File: src/rtl/piso_shift_serializer_if.sv
// -----------------------------------------------------------------------------
// piso_shift_serializer_if
//
// Purpose : Bundles the load handshake, shift enable and serial output of the
//           parallel-in / serial-out serializer.
//
// Signals :
//   din         [WIDTH] parallel word to transmit
//   load_valid          din holds a word to be transmitted
//   load_ready          serializer can accept a word (holding register empty)
//   en                  shift enable; 0 freezes the shifter
//   sout                serial data bit (0 when sout_valid = 0)
//   sout_valid          sout carries a data bit
//   sout_last           sout carries the final bit of a word
//   busy                shifter or holding register occupied
//
// Modports:
//   master : word producer / link consumer (testbench or upstream logic)
//   slave  : the serializer itself
// -----------------------------------------------------------------------------
interface piso_shift_serializer_if #(
  parameter int WIDTH = 4
);

  logic [WIDTH-1:0] din;
  logic             load_valid;
  logic             load_ready;
  logic             en;
  logic             sout;
  logic             sout_valid;
  logic             sout_last;
  logic             busy;

  modport master (
    output din,
    output load_valid,
    output en,
    input  load_ready,
    input  sout,
    input  sout_valid,
    input  sout_last,
    input  busy
  );

  modport slave (
    input  din,
    input  load_valid,
    input  en,
    output load_ready,
    output sout,
    output sout_valid,
    output sout_last,
    output busy
  );

endinterface : piso_shift_serializer_if

File: src/rtl/piso_shift_serializer.sv
// -----------------------------------------------------------------------------
// piso_shift_serializer
//
// Purpose : Parallel-in, serial-out shift register. Converts a WIDTH-bit word
//           into a one-bit-per-clock stream for the bit-serial link. A
//           one-entry holding register lets words stream back-to-back with no
//           idle bit between them; en pauses shifting without losing data.
//
// Parameters:
//   WIDTH     word width in bits (>= 2)
//   LSB_FIRST 0: bit WIDTH-1 transmitted first, 1: bit 0 transmitted first
//
// Ports:
//   clk  system clock, rising edge
//   clr  asynchronous, active-low reset; clears all state immediately
//   bus  piso_shift_serializer_if.slave (din, load_valid, load_ready, en,
//        sout, sout_valid, sout_last, busy)
// -----------------------------------------------------------------------------
module piso_shift_serializer #(
  parameter int WIDTH     = 4,
  parameter bit LSB_FIRST = 1'b0
) (
  input  logic                     clk,
  input  logic                     clr,
  piso_shift_serializer_if.slave   bus
);

  localparam int CNT_W = (WIDTH > 1) ? $clog2(WIDTH) : 1;
  localparam logic [CNT_W-1:0] CNT_RELOAD = CNT_W'(WIDTH - 1);

  typedef enum logic {
    IDLE  = 1'b0,
    SHIFT = 1'b1
  } state_t;

  // ---------------------------------------------------------------------------
  // State
  // ---------------------------------------------------------------------------
  state_t             state,     state_n;
  logic [WIDTH-1:0]   shift_reg, shift_n;
  logic [CNT_W-1:0]   bit_cnt,   bit_cnt_n;
  logic [WIDTH-1:0]   hold_reg,  hold_n;
  logic               hold_full, hold_full_n;

  logic               accept;
  logic               end_of_word;
  logic [WIDTH-1:0]   shifted;
  logic               out_bit;

  // The holding register is the only back-pressure source: a word can always
  // be taken while it is empty, either straight into the shifter or into hold.
  assign bus.load_ready = !hold_full;
  assign accept         = bus.load_valid && !hold_full;

  // Last bit of the current word is leaving on this edge.
  assign end_of_word    = (state == SHIFT) && bus.en && (bit_cnt == '0);

  // Move one place toward the output end, zero-filled.
  assign shifted = LSB_FIRST ? (shift_reg >> 1) : (shift_reg << 1);
  assign out_bit = LSB_FIRST ? shift_reg[0] : shift_reg[WIDTH-1];

  // ---------------------------------------------------------------------------
  // Next-state logic
  // ---------------------------------------------------------------------------
  always_comb begin
    // NOTE: every variable gets a default before any branch so no latch is
    // inferred when a path leaves it unassigned.
    state_n     = state;
    shift_n     = shift_reg;
    bit_cnt_n   = bit_cnt;
    hold_n      = hold_reg;
    hold_full_n = hold_full;

    unique case (state)
      IDLE: begin
        // en is ignored here: an accepted word always starts immediately.
        if (accept) begin
          shift_n   = bus.din;
          bit_cnt_n = CNT_RELOAD;
          state_n   = SHIFT;
        end
      end

      SHIFT: begin
        if (bus.en) begin
          if (bit_cnt != '0) begin
            shift_n   = shifted;
            bit_cnt_n = bit_cnt - 1'b1;
          end else if (hold_full) begin
            // Queued word follows with no gap; frees the holding register.
            shift_n     = hold_reg;
            hold_full_n = 1'b0;
            bit_cnt_n   = CNT_RELOAD;
          end else if (accept) begin
            // Word offered exactly at end of word bypasses the holding register.
            shift_n   = bus.din;
            bit_cnt_n = CNT_RELOAD;
          end else begin
            state_n = IDLE;
          end
        end

        // Any accept not consumed by the direct-load path above is queued.
        // accept already implies hold_full = 0, and an en=0 stall still
        // allows queuing.
        if (accept && !end_of_word) begin
          hold_n      = bus.din;
          hold_full_n = 1'b1;
        end
      end

      default: begin
        state_n = IDLE;
      end
    endcase
  end

  // ---------------------------------------------------------------------------
  // State registers
  // ---------------------------------------------------------------------------
  always_ff @(posedge clk or negedge clr) begin
    // NOTE: data registers are reset along with control so a reset mid-word
    // discards the partial word and leaves no stale bits to re-emit.
    if (!clr) begin
      state     <= IDLE;
      shift_reg <= '0;
      bit_cnt   <= '0;
      hold_reg  <= '0;
      hold_full <= 1'b0;
    end else begin
      // NOTE: non-blocking assignments keep every register updating from the
      // same pre-edge values, independent of statement order.
      state     <= state_n;
      shift_reg <= shift_n;
      bit_cnt   <= bit_cnt_n;
      hold_reg  <= hold_n;
      hold_full <= hold_full_n;
    end
  end

  // ---------------------------------------------------------------------------
  // Outputs (Moore, from registered state only)
  // ---------------------------------------------------------------------------
  assign bus.sout_valid = (state == SHIFT);
  assign bus.sout       = (state == SHIFT) && out_bit;
  assign bus.sout_last  = (state == SHIFT) && (bit_cnt == '0);
  assign bus.busy       = (state == SHIFT) || hold_full;

endmodule : piso_shift_serializer

File: src/flat_wrapper.sv
// flat-port wrapper written by rule: the top's interface ports become plain ports
module piso_shift_serializer_flat 
#(
  parameter int WIDTH     = 4,
  parameter bit LSB_FIRST = 1'b0
)
  (clk, clr, bus_din, bus_load_valid, bus_en, bus_load_ready, bus_sout, bus_sout_valid, bus_sout_last, bus_busy);
  piso_shift_serializer_if #(.WIDTH(WIDTH)) bus_i ();
  input  logic clk;
  input  logic clr;
  input wire logic [$bits(bus_i.din)-1:0] bus_din;
  input wire logic [$bits(bus_i.load_valid)-1:0] bus_load_valid;
  input wire logic [$bits(bus_i.en)-1:0] bus_en;
  output wire logic [$bits(bus_i.load_ready)-1:0] bus_load_ready;
  output wire logic [$bits(bus_i.sout)-1:0] bus_sout;
  output wire logic [$bits(bus_i.sout_valid)-1:0] bus_sout_valid;
  output wire logic [$bits(bus_i.sout_last)-1:0] bus_sout_last;
  output wire logic [$bits(bus_i.busy)-1:0] bus_busy;
  assign bus_i.din = bus_din;
  assign bus_i.load_valid = bus_load_valid;
  assign bus_i.en = bus_en;
  assign bus_load_ready = bus_i.load_ready;
  assign bus_sout = bus_i.sout;
  assign bus_sout_valid = bus_i.sout_valid;
  assign bus_sout_last = bus_i.sout_last;
  assign bus_busy = bus_i.busy;
  piso_shift_serializer #(.WIDTH(WIDTH), .LSB_FIRST(LSB_FIRST)) u_core (.clk(clk), .clr(clr), .bus(bus_i));
endmodule
File: config.mk
export PLATFORM = sky130hd
export DESIGN_NAME = piso_shift_serializer_flat
export DESIGN_NICKNAME = d
export VERILOG_FILES = /design/src/rtl/piso_shift_serializer_if.sv /design/src/rtl/piso_shift_serializer.sv /design/src/flat_wrapper.sv
export SDC_FILE = /design/constraint.sdc
export NUM_CORES = 1
export LEC_CHECK = 0
export CAP_MARGIN = 20
export CORE_MARGIN = 10
export CORE_UTILIZATION = 25
export DETAILED_ROUTE_END_ITERATION = 7
export GPL_ROUTABILITY_DRIVEN = 0
export PLACE_DENSITY = 0.49
export SLEW_MARGIN = 20
export SYNTH_ARGS = -nofsm -noshare
export SYNTH_HDL_FRONTEND = slang
export SYNTH_SLANG_ARGS = --single-unit
File: constraint.sdc
create_clock -name clk -period 1.95 [get_ports clk]
set_input_delay 0.2925 -clock clk [delete_from_list [all_inputs] [get_ports clk]]
set_output_delay 0.2925 -clock clk [all_outputs]
set_load 0.005 [all_outputs]
==> qor.csv, run 1 <==
metric;value;unit
run status;complete, no violations;
number of stages on the worst setup path;3;
max_cap viols;0;
CP Class;reg -> out;
r2r endpoint;u_core.hold_reg[1]$_DFFE_PN0P_;
Slew HR;0.602;
area grow syn2layout;26.5;%
Ys Warns;0;
DRC Markers;0;
Avg Vias per Cell;5.39;
Worst Reg-to-Reg Cells;4;
Peak VDD IR;495;uV
slowest CP cell;clkdlybuf4s50_1;
Post-Synthesis Cells;74;
fin crit period;1780;ps
H-tree depth;1;
P per Cell Area;1430;nW/um^2
cts hold-fix bufs;0;
Avg WL per Cell;16.1;um
Reg clk slew, reported paths;80;ps
setup TNS;0;ps
r2r setup slk;340;ps
initial antenna violation count;0;
Mapped Nets;82;
Yosys top cell area share;0.387;
Final Hold Vio Count;0;
Avg Cell Area, Syn;10.5;um^2
Crit path max-delay family;buffers and inverters;
Cell Area, Synth;776;um^2
die height;75.7;um
layout cell share with drive strength beyond 1;0.270;
CP cell instances;buf_4 -> and2_1 -> clkdlybuf4s50_1;
synth unique cells;30;
port bufs;12;
dpl ws;36.5;ps
Worst Setup SP;u_core.bus.sout_valid$_DFF_PN0_;
Worst-Margin Slew;595;ps
Primary FF master, synth;dfrtp_1;
post-route setup slack;172;ps
Leakage;0.408;nW
Skew-Pair Late Insertion Delay;280;ps
Worst Setup Start Kind;register;
number of global-route vias before repair;694;
worst setup path endpoint;bus_sout;
worst hold path class;in -> async;
I/O pin cnt;13;
Std-Cell Rows;20;
Core Area;3000;um^2
clk buf depth;2;
Max Freq;0.563;GHz
fin nets;98;
TritonRoute pass-1 iters;5;
WP data arrival;1490;ps
total placed cells including tap cells;118;
sequential fraction of the synthesis area;0.387;
Total GRT Usage;0.0784;
largest cells by area after synthesis;dfrtp_1, mux2_4, and4bb_2;
area leader, netlist;dfrtp_1;
DPL Wire Length;1390;um
Tcrit/Tclk final;0.912;
first-pass GRT wire length;3350;um
TritonCTS Sinks;12;
slowest cell delay on critical path;500;ps
die area;5730;um^2
DRT antenna net count;0;
GRT overflow;0;
max-slew violations;0;
CTS tree;built;
commonest non-fill, non-tap cells in the layout;dfrtp_1, clkdlybuf4s50_1, buf_4;
most common cell after layout, fill and taps aside;dfrtp_1;
total number of vias;657;
CTS Buf Count;3;
Synth Register Bits;12;
DR iter-0 viols;42;
EDFF count, synth;0;
RSZ-0062 raised after global routing;false;
root buf cell;clkbuf_4;
RR Startpoint;u_core.bit_cnt[0]$_DFFE_PN0P_;
Initial Util;0.258;
final setup fails;0;
non-filler cells, final;122;
Max FO, Critical Path;15;
WP buf/inv;2;
largest net degree at the start of global routing;16;
FFs w/ async S/R, synth;1.00;
Worst Setup End Kind;primary output;
final clock skew;1.83;ps
WP data required;1660;ps
Post-Route WL;1960;um
Die W;75.7;um
Diodes inserted;0;
Filler cells;324;
## power breakdown
part	switching [mW]	leakage [nW]	internal (mW)	total, mW
Combinational	0.347	0.243	0.405	0.753
Sequential	0.0716	0.144	0.367	0.438
Clock	0.0944	0.0210	0.114	0.208
Total	0.513	0.408	0.886	1.40
## kinds of logic (layout without fill, tap and decap cells)
family / count (synthesis) / in the layout / synth area share
AO/OA/AOI/OAI: 19 / 19 / 0.166
XOR/XNOR: 1 / 1 / 0.0113
buffers and inverters: 9 / 24 / 0.0548
flip-flops: 12 / 12 / 0.387
multiplexers: 8 / 8 / 0.134
AND/OR/NAND/NOR: 25 / 25 / 0.247
## worst register-to-register path: stages, from the launching register on
cell and delay (ps):
dfrtp_1 390, buf_4 170, or3b_4 400, and4_4 240
mux2_4 300
## through the flow
step,hold WS [ps],area [um^2],total power [mW],util
2_1_floorplan,-3.09,776,0.948,-
3_3_place_gp,498,943,1.20,0.314
3_5_place_dp,497,943,1.20,0.314
4_1_cts,383,981,1.41,0.327
5_1_grt,397,981,1.52,0.327
6_report,379,981,1.40,0.327
## cell type report
class	count	area, um^2	area share
repair buffers	17	156	0.159
inverters	3	11.3	0.0115
flip-flops and latches	12	300	0.306
clock buffers	4	36.3	0.0370
multi-input cells	53	435	0.444
well taps	33	41.3	0.0421
## worst min-delay path by stage
stage,endpoint,depth (start not counted),start
2_1_floorplan,u_core.bit_cnt[0]$_DFFE_PN0P_,0,clr
6_report,u_core.hold_reg[0]$_DFFE_PN0P_,1,clr
4_1_cts,u_core.hold_reg[0]$_DFFE_PN0P_,1,clr
5_1_grt,u_core.hold_reg[0]$_DFFE_PN0P_,1,clr
3_5_place_dp,u_core.hold_reg[1]$_DFFE_PN0P_,1,u_core.hold_reg[1]$_DFFE_PN0P_
3_3_place_gp,u_core.hold_reg[3]$_DFFE_PN0P_,1,u_core.hold_reg[3]$_DFFE_PN0P_
## metal layers
layer / up-vias / global-route usage / wire (um) / share of wire
li1: 315 / - / - / -
met1: 326 / 0.0890 / 918 / 0.47
met2: 12 / 0.120 / 881 / 0.45
met3: 4 / 0.0430 / 146 / 0.074
met4: 0 / 0.0309 / 17 / 0.0087
met5: - / 0 / 0 / 0
## synthesized netlist by cell type (2+ instances only)
library cell / instances
a211oi_1: 3
a21oi_1: 3
a221oi_1: 3
a31oi_1: 2
and3b_1: 3
and4bb_2: 3
clkbuf_1: 4
dfrtp_1: 12
inv_1: 3
mux2_2: 3
mux2_4: 4
nand2_1: 2
nor2_1: 2
nor2b_1: 4
nor3_1: 2
nor4bb_1: 3
o21ai_0: 4
or2_2: 2
## repair_timing
action                     4_1_cts  5_1_grt
hold endpoints to repair         0        0
gates resized for setup          2        0
setup endpoints to repair        1        0
buffers inserted                 0        0
Note: power is estimated with default switching activity, not from simulation.
==> inputs of run 2 (changes only) <==
Settings changed: ABC_AREA set to 1, CORE_MARGIN 10 to 2, PLACE_DENSITY 0.49 to 0.48.
==> qor.csv, run 2 <==
metric;value;unit
Tcrit/Tclk final;0.934;
clk buf depth;2;
Comb power frac;0.537;
area leader, netlist;dfrtp_1;
number of global-route vias before repair;706;
GRT overflow;0;
largest cells by area after synthesis;dfrtp_1, nand2_1, inv_1;
Synth top cells by count;nand2_1, inv_1, dfrtp_1;
Skew-Pair Late Insertion Delay;280;ps
Worst-Margin Slew;592;ps
Final Hold Vio Count;0;
most common cell after layout, fill and taps aside;nand2_1;
Primary FF master, synth;dfrtp_1;
H-tree depth;1;
Avg WL per Cell;10.6;um
RSZ-0062 raised after global routing;false;
Post-Route WL;1950;um
DR iter-0 viols;33;
Std-Cell Rows;20;
slowest cell delay on critical path;500;ps
DPL Wire Length;1520;um
synth unique cells;17;
Worst Setup Start Kind;register;
setup TNS;0;ps
Avg Vias per Cell;4.21;
final setup fails;0;
sw frac;0.447;
M3 GR Usage;0.0315;
worst hold path class;in -> async;
die area;3730;um^2
I/O pin cnt;13;
Hold WS;382;ps
Reg clk slew, reported paths;90;ps
sequential fraction of the synthesis area;0.369;
Initial Util;0.264;
Ys Warns;0;
most frequent cell after synthesis;nand2_1;
Reg power frac;0.322;
Diodes inserted;0;
Avg Cell Area, Syn;6.61;um^2
Max Freq;0.549;GHz
CP cell instances;inv_1 -> nor2_1 -> clkdlybuf4s50_1;
area grow syn2layout;25.2;%
Mapped Nets;131;
CP Class;reg -> out;
root buf cell;clkbuf_4;
commonest non-fill, non-tap cells in the layout;nand2_1, inv_1, clkdlybuf4s50_1, dfrtp_1, nor2_1;
CTS tree;built;
Slew HR;0.604;
DRC Markers;0;
CTS Buf Count;3;
DRT antenna net count;0;
Clk pwr share;0.141;
met2 usage;0.181;
run status;complete, no violations;
max_cap viols;0;
Crit path max-delay family;buffers and inverters;
Synth Register Bits;12;
Pint;835;uW
Yosys top cell area share;0.369;
total number of vias;771;
Max FO, Critical Path;9;
met1 Track Usage GR;0.161;
largest net degree at the start of global routing;13;
die height;61.0;um
FFs w/ async S/R, synth;1.00;
fin crit period;1820;ps
initial antenna violation count;0;
P per Cell Area;1480;nW/um^2
Post-Synthesis Cells;123;
Total GRT Usage;0.120;
Die W;61.0;um
EDFF count, synth;0;
final clock skew;1.46;ps
slowest CP cell;clkdlybuf4s50_1;
Core Area;3080;um^2
layer with the highest usage;met2;
layout cell share with drive strength beyond 1;0.137;
Filler cells;353;
Multi-input gate area;393;um^2
max-slew violations;0;
Leakage;0.550;nW
TritonRoute pass-1 iters;4;
fin nets;148;
Peak VDD IR;426;uV
Worst Setup End Kind;primary output;
register area;302;um^2
first-pass GRT wire length;3170;um
port bufs;12;
Switch Pwr;674;uW
TritonCTS Sinks;12;
WP buf/inv;2;
WP data required;1660;ps
Cell Area, Synth;813;um^2
WP data arrival;1530;ps
-- run 2: cell count changes in the layout (fill, tap and decap cells not counted), sizes merged, moves of 4 or more --
cell / previous run / this run
a21oi: 3 / 9
inv: 3 / 24
mux2: 7 / 0
nand2: 2 / 44
nand3: 0 / 12
nor2: 2 / 11
nor2b: 4 / 0
-- run 2: timing repair --
| action | 4_1_cts | 5_1_grt |
|---|---|---|
| buffers inserted | 0 | 0 |
| endpoints found under the setup margin | 0 | 1 |
| gates resized for setup | 0 | 1 |
| hold buffers | 0 | 0 |
-- run 2: metrics by stage --
step           utilization  instance area [um^2]  std cells  power [mW]  setup slack [ps]
6_report             0.331                  1020        183        1.51               130
5_1_grt              0.331                  1020        183        1.67              28.4
4_1_cts              0.330                  1020        183        1.52              13.6
3_5_place_dp         0.319                   981        179        1.31               327
3_3_place_gp         0.319                   981        179        1.30               354
2_1_floorplan            -                   813        123        1.05               813
-- run 2: per-layer routing --
layer | routed length [um] | part of all wire
met3 | 52 | 0.027
met5 | 0 | 0
met1 | 963 | 0.49
met2 | 917 | 0.47
met4 | 16 | 0.0082
-- run 2: cell families (layout without fill, tap and decap cells) --
logic type | Yosys count | in the layout | synth area share
simple gates | 69 | 69 | 0.391
buf+inv | 27 | 43 | 0.148
compound gates | 15 | 15 | 0.0923
flops | 12 | 12 | 0.369
-- run 2: worst reg2reg max path, delay by kind of cell, from the launching register on --
kind / cells / cell delay (ps)
compound gates: 1 / 80
buf+inv: 3 / 370
flops: 1 / 470
simple gates: 3 / 350
-- run 2: path summary, 6_finish.rpt --
path,from,endpoint,slack [ps],cells after the start
worst max-delay path,u_core.bus.sout_valid$_DFF_PN0_,bus_sout_last,130,3
worst min-delay path,clr,u_core.shift_reg[0]$_DFFE_PN0P_,380,1
worst max register to register,u_core.hold_full$_DFFE_PN0P_,u_core.hold_reg[1]$_DFFE_PN0P_,570,7
worst min register to register,u_core.hold_reg[3]$_DFFE_PN0P_,u_core.hold_reg[3]$_DFFE_PN0P_,500,2
max in group asynchronous,clr,u_core.bus.sout_valid$_DFF_PN0_,1150,1
min in group clk,u_core.hold_reg[3]$_DFFE_PN0P_,u_core.hold_reg[3]$_DFFE_PN0P_,500,2
-- run 2: layout make-up --
class,count,share of cell area
well taps,44,0.0541
flip-flops and latches,12,0.296
multi-input cells,84,0.386
clock buffers,4,0.0356
repair buffers,15,0.140
inverters,24,0.0885
-- run 2: power by group through the flow --
stage / clock network (mW) / logic (mW) / registers [mW]
after CTS: 0.213 / 0.821 / 0.486
after global routing: 0.228 / 0.937 / 0.506
final: 0.213 / 0.810 / 0.485
after global placement: 0 / 0.816 / 0.486
after floorplan: 0 / 0.605 / 0.447
after detailed placement: 0 / 0.817 / 0.490
==> inputs of run 3 (changes only) <==
--- a/config.mk
+++ b/config.mk
@@ -13,4 +13,5 @@
 export GPL_ROUTABILITY_DRIVEN = 0
 export PLACE_DENSITY = 0.48
+export REMOVE_ABC_BUFFERS = 1
 export SLEW_MARGIN = 20
 export SYNTH_ARGS = -nofsm -noshare
==> constraint.sdc (replaced) <==
create_clock -name clk -period 1.95 [get_ports clk]
set_input_delay 0.2925 -clock clk [delete_from_list [all_inputs] [get_ports clk]]
set_output_delay 0.2925 -clock clk [all_outputs]
set_load 0.1 [all_outputs]
==> qor.csv, run 3 (synthesis results as in run 2) <==
metric;value;unit
I/O pin cnt;13;
Std-Cell Rows;20;
Max Freq;0.631;GHz
die area;3730;um^2
commonest non-fill, non-tap cells in the layout;nand2_1, inv_1, dfrtp_1, nor2_1, a21oi_1;
H-tree depth;1;
postcts setup bufs;0;
total number of vias;760;
DRC Markers;0;
fin nets;148;
Final Hold Vio Count;0;
Max FO, Critical Path;4;
slowest CP cell;dfrtp_1;
total placed cells including tap cells;179;
Worst Setup Start Kind;register;
Crit path max-delay family;flip-flops;
CTS Buf Count;3;
number of global-route vias before repair;738;
layout cell share with drive strength beyond 1;0.159;
GRT overflow;0;
WP data required;1660;ps
Diodes inserted;0;
initial antenna violation count;0;
Core Area;3080;um^2
most common cell after layout, fill and taps aside;nand2_1;
WP buf/inv;2;
die height;61.0;um
r2r setup slk;530;ps
TritonCTS Sinks;12;
CP Class;reg -> out;
DRT antenna net count;0;
Initial Util;0.264;
r2r endpoint;u_core.hold_reg[3]$_DFFE_PN0P_;
fin crit period;1590;ps
Worst Reg-to-Reg Cells;6;
largest net degree at the start of global routing;14;
Avg WL per Cell;10.6;um
Total GRT Usage;0.121;
TritonRoute pass-1 iters;4;
port bufs;12;
CTS tree;built;
Leakage;0.571;nW
WP data arrival;1290;ps
first-pass GRT wire length;3280;um
Reg clk slew, reported paths;90;ps
final setup fails;0;
Worst Setup SP;u_core.bit_cnt[1]$_DFFE_PN0P_;
clk buf depth;2;
Slew HR;0.612;
area grow syn2layout;29.5;%
setup TNS;0;ps
root buf cell;clkbuf_4;
RR Startpoint;u_core.hold_full$_DFFE_PN0P_;
# resized after CTS;0;
run status;complete, no violations;
max_cap viols;0;
DR iter-0 viols;12;
Pwr Total;2.00;mW
max-slew violations;0;
slowest cell delay on critical path;420;ps
worst hold path class;in -> async;
Tcrit/Tclk final;0.813;
cts hold-fix bufs;0;
Skew-Pair Late Insertion Delay;270;ps
CP cell instances;nor2_2 -> inv_1 -> nor2_1 -> buf_12;
number of stages on the worst setup path;4;
final clock skew;13.0;ps
Filler cells;339;
DPL Wire Length;1450;um
Peak VDD IR;1040;uV
Avg Vias per Cell;4.18;
Die W;61.0;um
P per Cell Area;1890;nW/um^2
Worst-Margin Slew;581;ps
non-filler cells, final;182;
RSZ-0062 raised after global routing;false;
Post-Route WL;1920;um
worst setup path endpoint;bus_sout_last;
Worst Setup End Kind;primary output;
-- run 3: changes by cell type in the layout (fill, tap and decap cells not counted) --
cell and change:
clkdlybuf4s50_1 -5, dfrtp_2 -1, dfrtp_1 +1, clkbuf_8 -1, buf_12 +5
-- run 3: area by class of cell --
type	count	area [um^2]	area share
Sequential cell	12	300	0.285
Inverter	24	90.1	0.0855
Timing Repair Buffer	15	193	0.183
Tap cell	44	55.1	0.0523
Multi-Input combinational cell	84	393	0.373
Clock buffer	3	22.5	0.0214
-- run 3: how the worst min path moves through the flow --
stage	end	slack, ps	depth (start not counted)
after floorplan	u_core.bit_cnt[0]$_DFFE_PN0P_	-3	0
after CTS	u_core.hold_reg[3]$_DFFE_PN0P_	410	1
final	u_core.hold_reg[3]$_DFFE_PN0P_	380	1
after detailed placement	u_core.hold_reg[1]$_DFFE_PN0P_	480	2
after global routing	u_core.hold_reg[3]$_DFFE_PN0P_	420	1
after global placement	u_core.hold_reg[1]$_DFFE_PN0P_	470	2
-- run 3: report_power, final --
| group | switching [mW] | internal (mW) | leakage, nW |
|---|---|---|---|
| Combinational | 0.904 | 0.472 | 0.413 |
| Sequential | 0.0919 | 0.371 | 0.144 |
| Clock | 0.0856 | 0.0714 | 0.0138 |
| Total | 1.08 | 0.914 | 0.571 |
-- run 3: layer usage --
| metal | GRT usage | up-vias | part of all wire |
|---|---|---|---|
| met1 | 0.163 | 344 | 0.50 |
| met4 | 0.00932 | 0 | 0 |
| li1 | - | 407 | - |
| met2 | 0.198 | 9 | 0.47 |
| met5 | 0 | - | 0 |
| met3 | 0.0399 | 0 | 0.031 |
-- run 3: metrics by stage --
| stage | util | hold slack, ps | cell area, um^2 | setup slack, ps |
|---|---|---|---|---|
| after floorplan | - | -3.09 | 783 | -973 |
| after global placement | 0.335 | 470 | 1030 | 234 |
| after detailed placement | 0.335 | 479 | 1030 | 191 |
| after CTS | 0.342 | 409 | 1050 | 350 |
| after global routing | 0.342 | 424 | 1050 | 264 |
| final | 0.342 | 381 | 1050 | 365 |
